$ cat config.mk
export PLATFORM = sky130hd
export DESIGN_NAME = pri_scan_64b
export DESIGN_NICKNAME = d
export VERILOG_FILES = /design/src/rtl/pri_scan_64b.sv
export SDC_FILE = /design/constraint.sdc
export NUM_CORES = 1
export LEC_CHECK = 0
export BUFFER_PORTS_ARGS = -buffer_cell sky130_fd_sc_hd__buf_2
export CORE_MARGIN = 2
export CORE_UTILIZATION = 50
export DETAILED_ROUTE_END_ITERATION = 8
export PLACE_DENSITY = 0.77
export SLEW_MARGIN = 20
export SYNTH_ARGS = -nofsm -noshare
export SYNTH_HDL_FRONTEND = slang
export SYNTH_SLANG_ARGS = --single-unit
$ cat constraint.sdc
create_clock -name clk_i -period 7.6 [get_ports clk_i]
set_clock_uncertainty 0.15 [all_clocks]
set_input_delay 0 -clock clk_i [delete_from_list [all_inputs] [get_ports clk_i]]
set_output_delay 0 -clock clk_i [all_outputs]
set_load 0.02 [all_outputs]
$ cat src/rtl/pri_scan_64b.sv
`default_nettype none
// ============================================================================
// Module   : pri_scan_64b
// Brief    : Iterative scanner around a 64-bit priority select. It drains a
//            request bitmap one grant at a time onto a valid/ready port.
// Revision : 1.0 - initial release
// ============================================================================
module pri_scan_64b #(
    parameter logic        STRICT  = 1'b1,
    parameter int unsigned TIMEOUT = 4
) (
    input  logic        clk_i,
    input  logic        rst_n_i,
    input  logic        init_i,
    input  logic [63:0] data_i,
    output logic        busy_o,
    output logic        pri_init_o,
    output logic [63:0] pri_data_o,
    input  logic        pri_done_i,
    input  logic [63:0] pri_data_i,
    output logic        out_valid_o,
    input  logic        out_ready_i,
    output logic [5:0]  out_idx_o,
    output logic [63:0] out_onehot_o,
    output logic        out_last_o,
    output logic        done_o,
    output logic        err_o
);

    typedef enum logic [1:0] {
        ST_IDLE = 2'd0,
        ST_REQ  = 2'd1,
        ST_WAIT = 2'd2,
        ST_OUT  = 2'd3
    } state_t;

    state_t      r_state;
    logic [63:0] r_bmp;
    logic [63:0] r_grant;
    logic [5:0]  r_idx;
    logic        r_last;
    logic        r_done;
    logic        r_err;
    logic [3:0]  r_cnt;

    logic [5:0]  w_idx;
    logic        w_onehot;
    logic        w_bad;
    logic        w_cap;

    // Lowest set bit wins, so the index stays defined for a malformed grant.
    always_comb begin
        w_idx = 6'd0;
        for (int i = 63; i >= 0; i--) begin
            if (pri_data_i[i]) begin
                w_idx = 6'(i);
            end
        end
    end

    assign w_onehot = (pri_data_i != 64'd0) &&
                      ((pri_data_i & (pri_data_i - 64'd1)) == 64'd0);
    assign w_bad    = STRICT && (!w_onehot || ((pri_data_i & ~r_bmp) != 64'd0));
    assign w_cap    = ((r_state == ST_REQ) || (r_state == ST_WAIT)) && pri_done_i;

    always_ff @(posedge clk_i or negedge rst_n_i) begin
        if (!rst_n_i) begin
            r_state <= ST_IDLE;
            r_bmp   <= 64'd0;
            r_grant <= 64'd0;
            r_idx   <= 6'd0;
            r_last  <= 1'b0;
            r_done  <= 1'b0;
            r_err   <= 1'b0;
            r_cnt   <= 4'd0;
        end else begin
            r_done <= 1'b0;
            if (w_cap) begin
                r_grant <= pri_data_i;
                r_idx   <= w_idx;
                r_last  <= ((r_bmp & ~pri_data_i) == 64'd0);
                if (w_bad) begin
                    r_err   <= 1'b1;
                    r_done  <= 1'b1;
                    r_state <= ST_IDLE;
                end else begin
                    r_state <= ST_OUT;
                end
            end else begin
                case (r_state)
                    ST_IDLE: begin
                        if (init_i) begin
                            r_bmp <= data_i;
                            r_err <= 1'b0;
                            if (data_i == 64'd0) begin
                                r_done <= 1'b1;
                            end else begin
                                r_state <= ST_REQ;
                            end
                        end
                    end
                    ST_REQ: begin
                        r_state <= ST_WAIT;
                        r_cnt   <= 4'd0;
                    end
                    ST_WAIT: begin
                        // Bitmap is kept on timeout so the stalled request is inspectable.
                        if (r_cnt == 4'(TIMEOUT - 1)) begin
                            r_err   <= 1'b1;
                            r_done  <= 1'b1;
                            r_state <= ST_IDLE;
                        end else begin
                            r_cnt <= r_cnt + 4'd1;
                        end
                    end
                    ST_OUT: begin
                        if (out_ready_i) begin
                            r_bmp <= r_bmp & ~r_grant;
                            if (r_last) begin
                                r_done  <= 1'b1;
                                r_state <= ST_IDLE;
                            end else begin
                                r_state <= ST_REQ;
                            end
                        end
                    end
                    default: r_state <= ST_IDLE;
                endcase
            end
        end
    end

    assign busy_o       = (r_state != ST_IDLE);
    assign pri_init_o   = (r_state == ST_REQ);
    assign pri_data_o   = r_bmp;
    assign out_valid_o  = (r_state == ST_OUT);
    assign out_idx_o    = out_valid_o ? r_idx   : 6'd0;
    assign out_onehot_o = out_valid_o ? r_grant : 64'd0;
    assign out_last_o   = out_valid_o & r_last;
    assign done_o       = r_done;
    assign err_o        = r_err;

endmodule
`default_nettype wire

# After elaboration in Yosys (flattened, before gate mapping)
# Index checks and enable logic that the tools add are counted.
# Widths: inputs -> output; s select.
op_classes:
  bitwise: 9
  mux: 92
  reduce_logical: 19
  eq_ne: 12
  add_sub_neg: 2
op_table:
  columns: ["cell", "n"]
  rows:
  - ["$mux 6", 65]
  - ["$and 64x64->64", 4]
  - ["$logic_not 64->1", 3]
  - ["$mux 64", 3]
  - ["$not 64->64", 3]
  - ["$pmux 64 s2", 1]
  - ["$reduce_bool 64->1", 2]
  - ["$sub 64x1->64 const B", 1]
  - ["$mux 1", 12]
  - ["$mux 2", 6]
  - ["$reduce_and 4->1", 3]
  - ["$pmux 2 s4", 1]
  - ["$pmux 4 s2", 1]
  - ["$ne 2x2->1 const B", 3]
  - ["$ne 3x3->1 const B", 2]
  - ["$reduce_bool 2->1", 3]
  - ["$add 4x1->4 const B", 1]
  - ["$eq 2x2->1 const B", 2]
  - ["$eq 4x2->1 const B", 1]
  - ["$mux 4", 1]
  - ["$ne 3x1->1 const B", 1]
  - ["$ne 3x2->1 const B", 1]
  - ["$pmux 1 s3", 1]
  - ["$reduce_and 3->1", 1]
  - ["other kinds (10)", 12]
word_totals:
  wordCells: 142
  reg_bits: 143
  out_inout_bits: 140
  inputBits: 133

# Logic depth before layout (Yosys ltp)
logic_depth:
  depth_word: 64
  mapped_depth: 11
  mapped_depth_nobuf: 10

# Worst setup path before layout
# OpenSTA, ideal clock, no wires.
synth_timing:
  path_kind: "input to register"
  from: "input pri_data_i[27]"
  to: "register r_err, in the netlist err_o"
  arrival_ps: 2655
  path_buffers: 1
  t_required_ps: 7313
  path_stages: 9
  setup_slack_ps: 4658
  setup_ps: 137
  cell_sequence: "buf_2 or4_4 nor4_4 nand3_4 o32a_1 or4_1 nor4_1 nand4_1 a2bb2oi_1"
synth_between:
  elab_chain_len: 8
  elab_cells_between_ends: 11
  cone_classes: "add/sub (1); eq/ne (1); bitwise (2); reduce/logical (7)"
synth_rtl:
  columns: ["item", "line_no", "rtl"]
  rows:
  - ["from (decl)", "20", "input logic [63:0] pri_data_i,"]
  - ["$sub 64x1->64", "62", "((pri_data_i & (pri_data_i - 64'd1)) == 64'd0);"]
  - ["$and 64x64->64", "62", null]
  - ["$logic_not 64->1", "62", null]
  - ["$logic_and 1x1->1", "61", "assign w_onehot = (pri_data_i != 64'd0) &&"]
  - ["$logic_not 1->1", "63", "assign w_bad = STRICT && (!w_onehot || ((pri_data_i & ~r_bmp) != 64'd0));"]
  - ["$logic_or 1x1->1 (*)", "63", null]
  - ["$ne 2x2->1 (no source line) (*)", null, null]
  - ["$reduce_and 4->1 (no source line) (*)", null, null]
  - ["to (signal assigned)", "74", "r_err <= 1'b0;"]
  - ["to (signal assigned)", "83", "r_err <= 1'b1;"]
  - ["to (signal assigned)", "94", "r_err <= 1'b0;"]
  - ["to (decl)", "43", "logic r_err;"]
# Every way passes the cells marked *; elsewhere a longest branch is shown, timed or not.
# A chain may end at the register's enable or synchronous reset.

# Worst setup path after layout
layout_timing:
  from: "input pri_data_i[6]"
  to: "register r_err, in the netlist err_o"
# The elaborated chain is that of the path after synthesis.

==> impl_metrics.env <==
export IMPL_status="complete, no violations"
export IMPL_p_per_area_nw_per_um2=358.3
export IMPL_drtPass1Iterations=6
export IMPL_slew_headroom=0.2276
export IMPL_post_cts_setup_buffers=0
export IMPL_fmax_mhz=244.3
export IMPL_io_pins=273
export IMPL_initial_core_util=0.5147
export IMPL_diodes=0
export IMPL_synth_top_flop_cell="dfrtp_1"
export IMPL_ys_top_cells_by_area="dfrtp_1, mux2i_1, nand2_1"
export IMPL_drive_above_1_share=0.2232
export IMPL_vias_per_cell=6.450
export IMPL_synthArstFlopShare=1.000
export IMPL_fin_crit_sh=0.5385
export IMPL_final_setup_viol_count=0
export IMPL_p_switching_w=0.002086
export IMPL_routed_wl_mm=42.54
export IMPL_synth_top_cell_area_share=0.4006
export IMPL_cp_end_kind="flip-flop"
export IMPL_pre_cts_slack_ns=3.856
export IMPL_cts_max_level=4
export IMPL_peakVddDrop_mv=0.2776
export IMPL_synth_largest_area_cell="dfrtp_1"
export IMPL_hp_start="out_ready_i"
export IMPL_cts_root_buf="clkbuf_16"
export IMPL_ys_ff_latch=143
export IMPL_track_usage=0.4467
export IMPL_die_h_um=137.7
export IMPL_synth_xor_area_share=0
export IMPL_ys_warn_count=0
export IMPL_path_class="primary input to flip-flop"
export IMPL_grt_pass1_vias=10400
export IMPL_initialDrtViolationCount=1374
export IMPL_gp_congestion=1.006
export IMPL_finalWorstSetupSlack_ns=3.507
export IMPL_port_buffers=272
export IMPL_cts_resized=0
export IMPL_multi_input_area_um2=4857
export IMPL_r2r_start="r_state[0]"
export IMPL_yosysMostFrequentCell="nand2_1"
export IMPL_syn_inst=1081
export IMPL_gr_total_overflow=0
export IMPL_drc_errors=0
export IMPL_die_area_um2=18950
export IMPL_ant_nets=0
export IMPL_dr_total_vias=10840
export IMPL_grt_first_pass_wirelength_mm=62.16
export IMPL_crit_required_ns=7.73
export IMPL_wl_per_cell_um=25.30
export IMPL_cts_buffer_depth=2
export IMPL_clk_pin_slew_ns=0.06
export IMPL_p_comb_frac=0.458
export IMPL_core_rowCount=48
export IMPL_antenna_found_initial=0
export IMPL_grt_max_degree=76
export IMPL_nFillCells=1270
export IMPL_leakagePower_nw=5.738
export IMPL_dieWidth_um=137.7
export IMPL_finalSetupTns_ns=0
export IMPL_critPathMaxFanout=12
export IMPL_slew_viol_final=0
export IMPL_final_cell_area_um2=12310
export IMPL_placed_area_um2=10420
export IMPL_ff_latch_area_um2=3578
export IMPL_synth_cell_type_count=62
export IMPL_syn_area_um2=8934
export IMPL_clk_latency_ns=0.43
export IMPL_ys_top_cells_by_count="nand2_1, dfrtp_1, a21oi_1"
export IMPL_tightest_slew_ns=1.148
export IMPL_rsz0062_at_grt="false"
export IMPL_fin_nets=1585
export IMPL_cts_sinks=143
export IMPL_cap_viol_max_count=0
export IMPL_tritoncts="built"
export IMPL_synth_top_family_by_area="simple AND/OR/NAND/NOR gates"
export IMPL_pwr_share_clk=0.188
export IMPL_post_dp_hpwl_mm=29.81
export IMPL_seqPwrFrac=0.354
export IMPL_synth_simple_area_share=0.2672
export IMPL_synthMuxAreaShare=0.07297
export IMPL_yosysSeqAreaShare=0.4006
export IMPL_synth_adder_area_share=0.008403
export IMPL_synth_compound_area_frac=0.1929
export IMPL_min_path_type="primary input to flip-flop"
export IMPL_avgSynthCellArea_um2=8.264
export IMPL_hold_violations=0
export IMPL_swShare=0.4730
export IMPL_critPathLaunchType="primary input"
export IMPL_internal_power_w=0.002325
export IMPL_numCtsBuffers=17
export IMPL_core_area_um2=17360
export IMPL_area_growth_pct=37.79
export IMPL_crit_start="pri_data_i[6]"
export IMPL_synth_edf_count=0
export IMPL_synth_nets=1220
export IMPL_arrival_ns=4.22
export IMPL_layout_min_cycle_time_ns=4.093
## logic make-up (layout without fill, tap and decap cells)
logic type               Yosys count  after routing
flip-flops                       143            143
AO/OA/AOI/OAI                    277            277
adder cells (fa/ha/maj)            6              6
multiplexers                      65             65
buffers and inverters            137            512
AND/OR/NAND/NOR                  453            453
## state kept, by name, indices dropped and copies added, names as in the netlist
name / count
pri_data_o: 64
r_cnt: 4
err_o: 1
r_state: 2
r_last: 1
r_idx: 6
r_grant: 64
done_o: 1
## critical path: stages
cell and delay, ns:
dlygate4sd3_1 0.54, buf_2 0.19, nor4_2 0.70, nand4_1 0.62
or3_1 0.72, o31ai_1 0.35, o2111ai_1 0.20, nor4_1 0.35
nand4_1 0.33, a2bb2oi_1 0.21
## power by group through the flow
stage | Combinational (W) | Sequential, W | Clock [W]
6_report | 0.00202 | 0.00156 | 0.000830
5_1_grt | 0.00216 | 0.00158 | 0.000859
4_1_cts | 0.00195 | 0.00152 | 0.000828
3_5_place_dp | 0.00188 | 0.00153 | 0
3_3_place_gp | 0.00184 | 0.00152 | 0
2_1_floorplan | 0.00104 | 0.00157 | 0
## metrics by stage
stage / cells / hold slack [ns] / util / power (W)
after floorplan: 1081 / -0.4456 / - / 0.002616
after global placement: 1520 / -0.08849 / 0.6003 / 0.003366
after detailed placement: 1520 / -0.08683 / 0.6003 / 0.003416
after CTS: 1681 / 0.01001 / 0.7092 / 0.004298
after global routing: 1681 / 0.08745 / 0.7092 / 0.004602
final: 1681 / 0.03303 / 0.7092 / 0.004411
## layout make-up
type / instances / share of cell area
Multi-Input combinational cell: 801 / 0.3946
Clock inverter: 9 / 0.009148
Tap cell: 225 / 0.02287
Sequential cell: 143 / 0.2907
Timing Repair Buffer: 414 / 0.2245
Inverter: 69 / 0.02104
Clock buffer: 20 / 0.03710
## final timing paths
check                                 end  slack (ns)  cells past startpoint
setup reg to reg                    err_o        3.91                     11
hold reg to reg            pri_data_o[17]        0.31                      1
setup / recovery                    err_o        3.51                     10
max in group asynchronous  pri_data_o[44]        5.94                      3
min in group asynchronous     r_grant[12]        0.04                      2
hold / removal                 r_state[1]        0.03                      7
## timing repair
action	in CTS	in global routing
hold buffers	132	0
endpoints found under the hold margin	211	0
setup endpoints to repair	0	0
## layer usage
layer  GRT usage  up-vias  part of all wire
li1            -     4602                 -
met1      0.5886     5164              0.39
met2      0.7020      912              0.46
met3     0.08646      165              0.11
met4      0.2239        0             0.052
met5           0        -                 0
## layout by cell type, fill, tap and decap left out, types with 23 or more instances in the layout
master	count
mux2i_1	64
o21ai_0	69
buf_2	271
nor2_1	35
and2_1	72
nand2_1	165
dfrtp_1	143
dlygate4sd3_1	132
nand2b_1	29
nor4_1	44
a21oi_1	97
nor2b_1	23
inv_1	69
No activity file was read; power rests on OpenSTA's default activity.
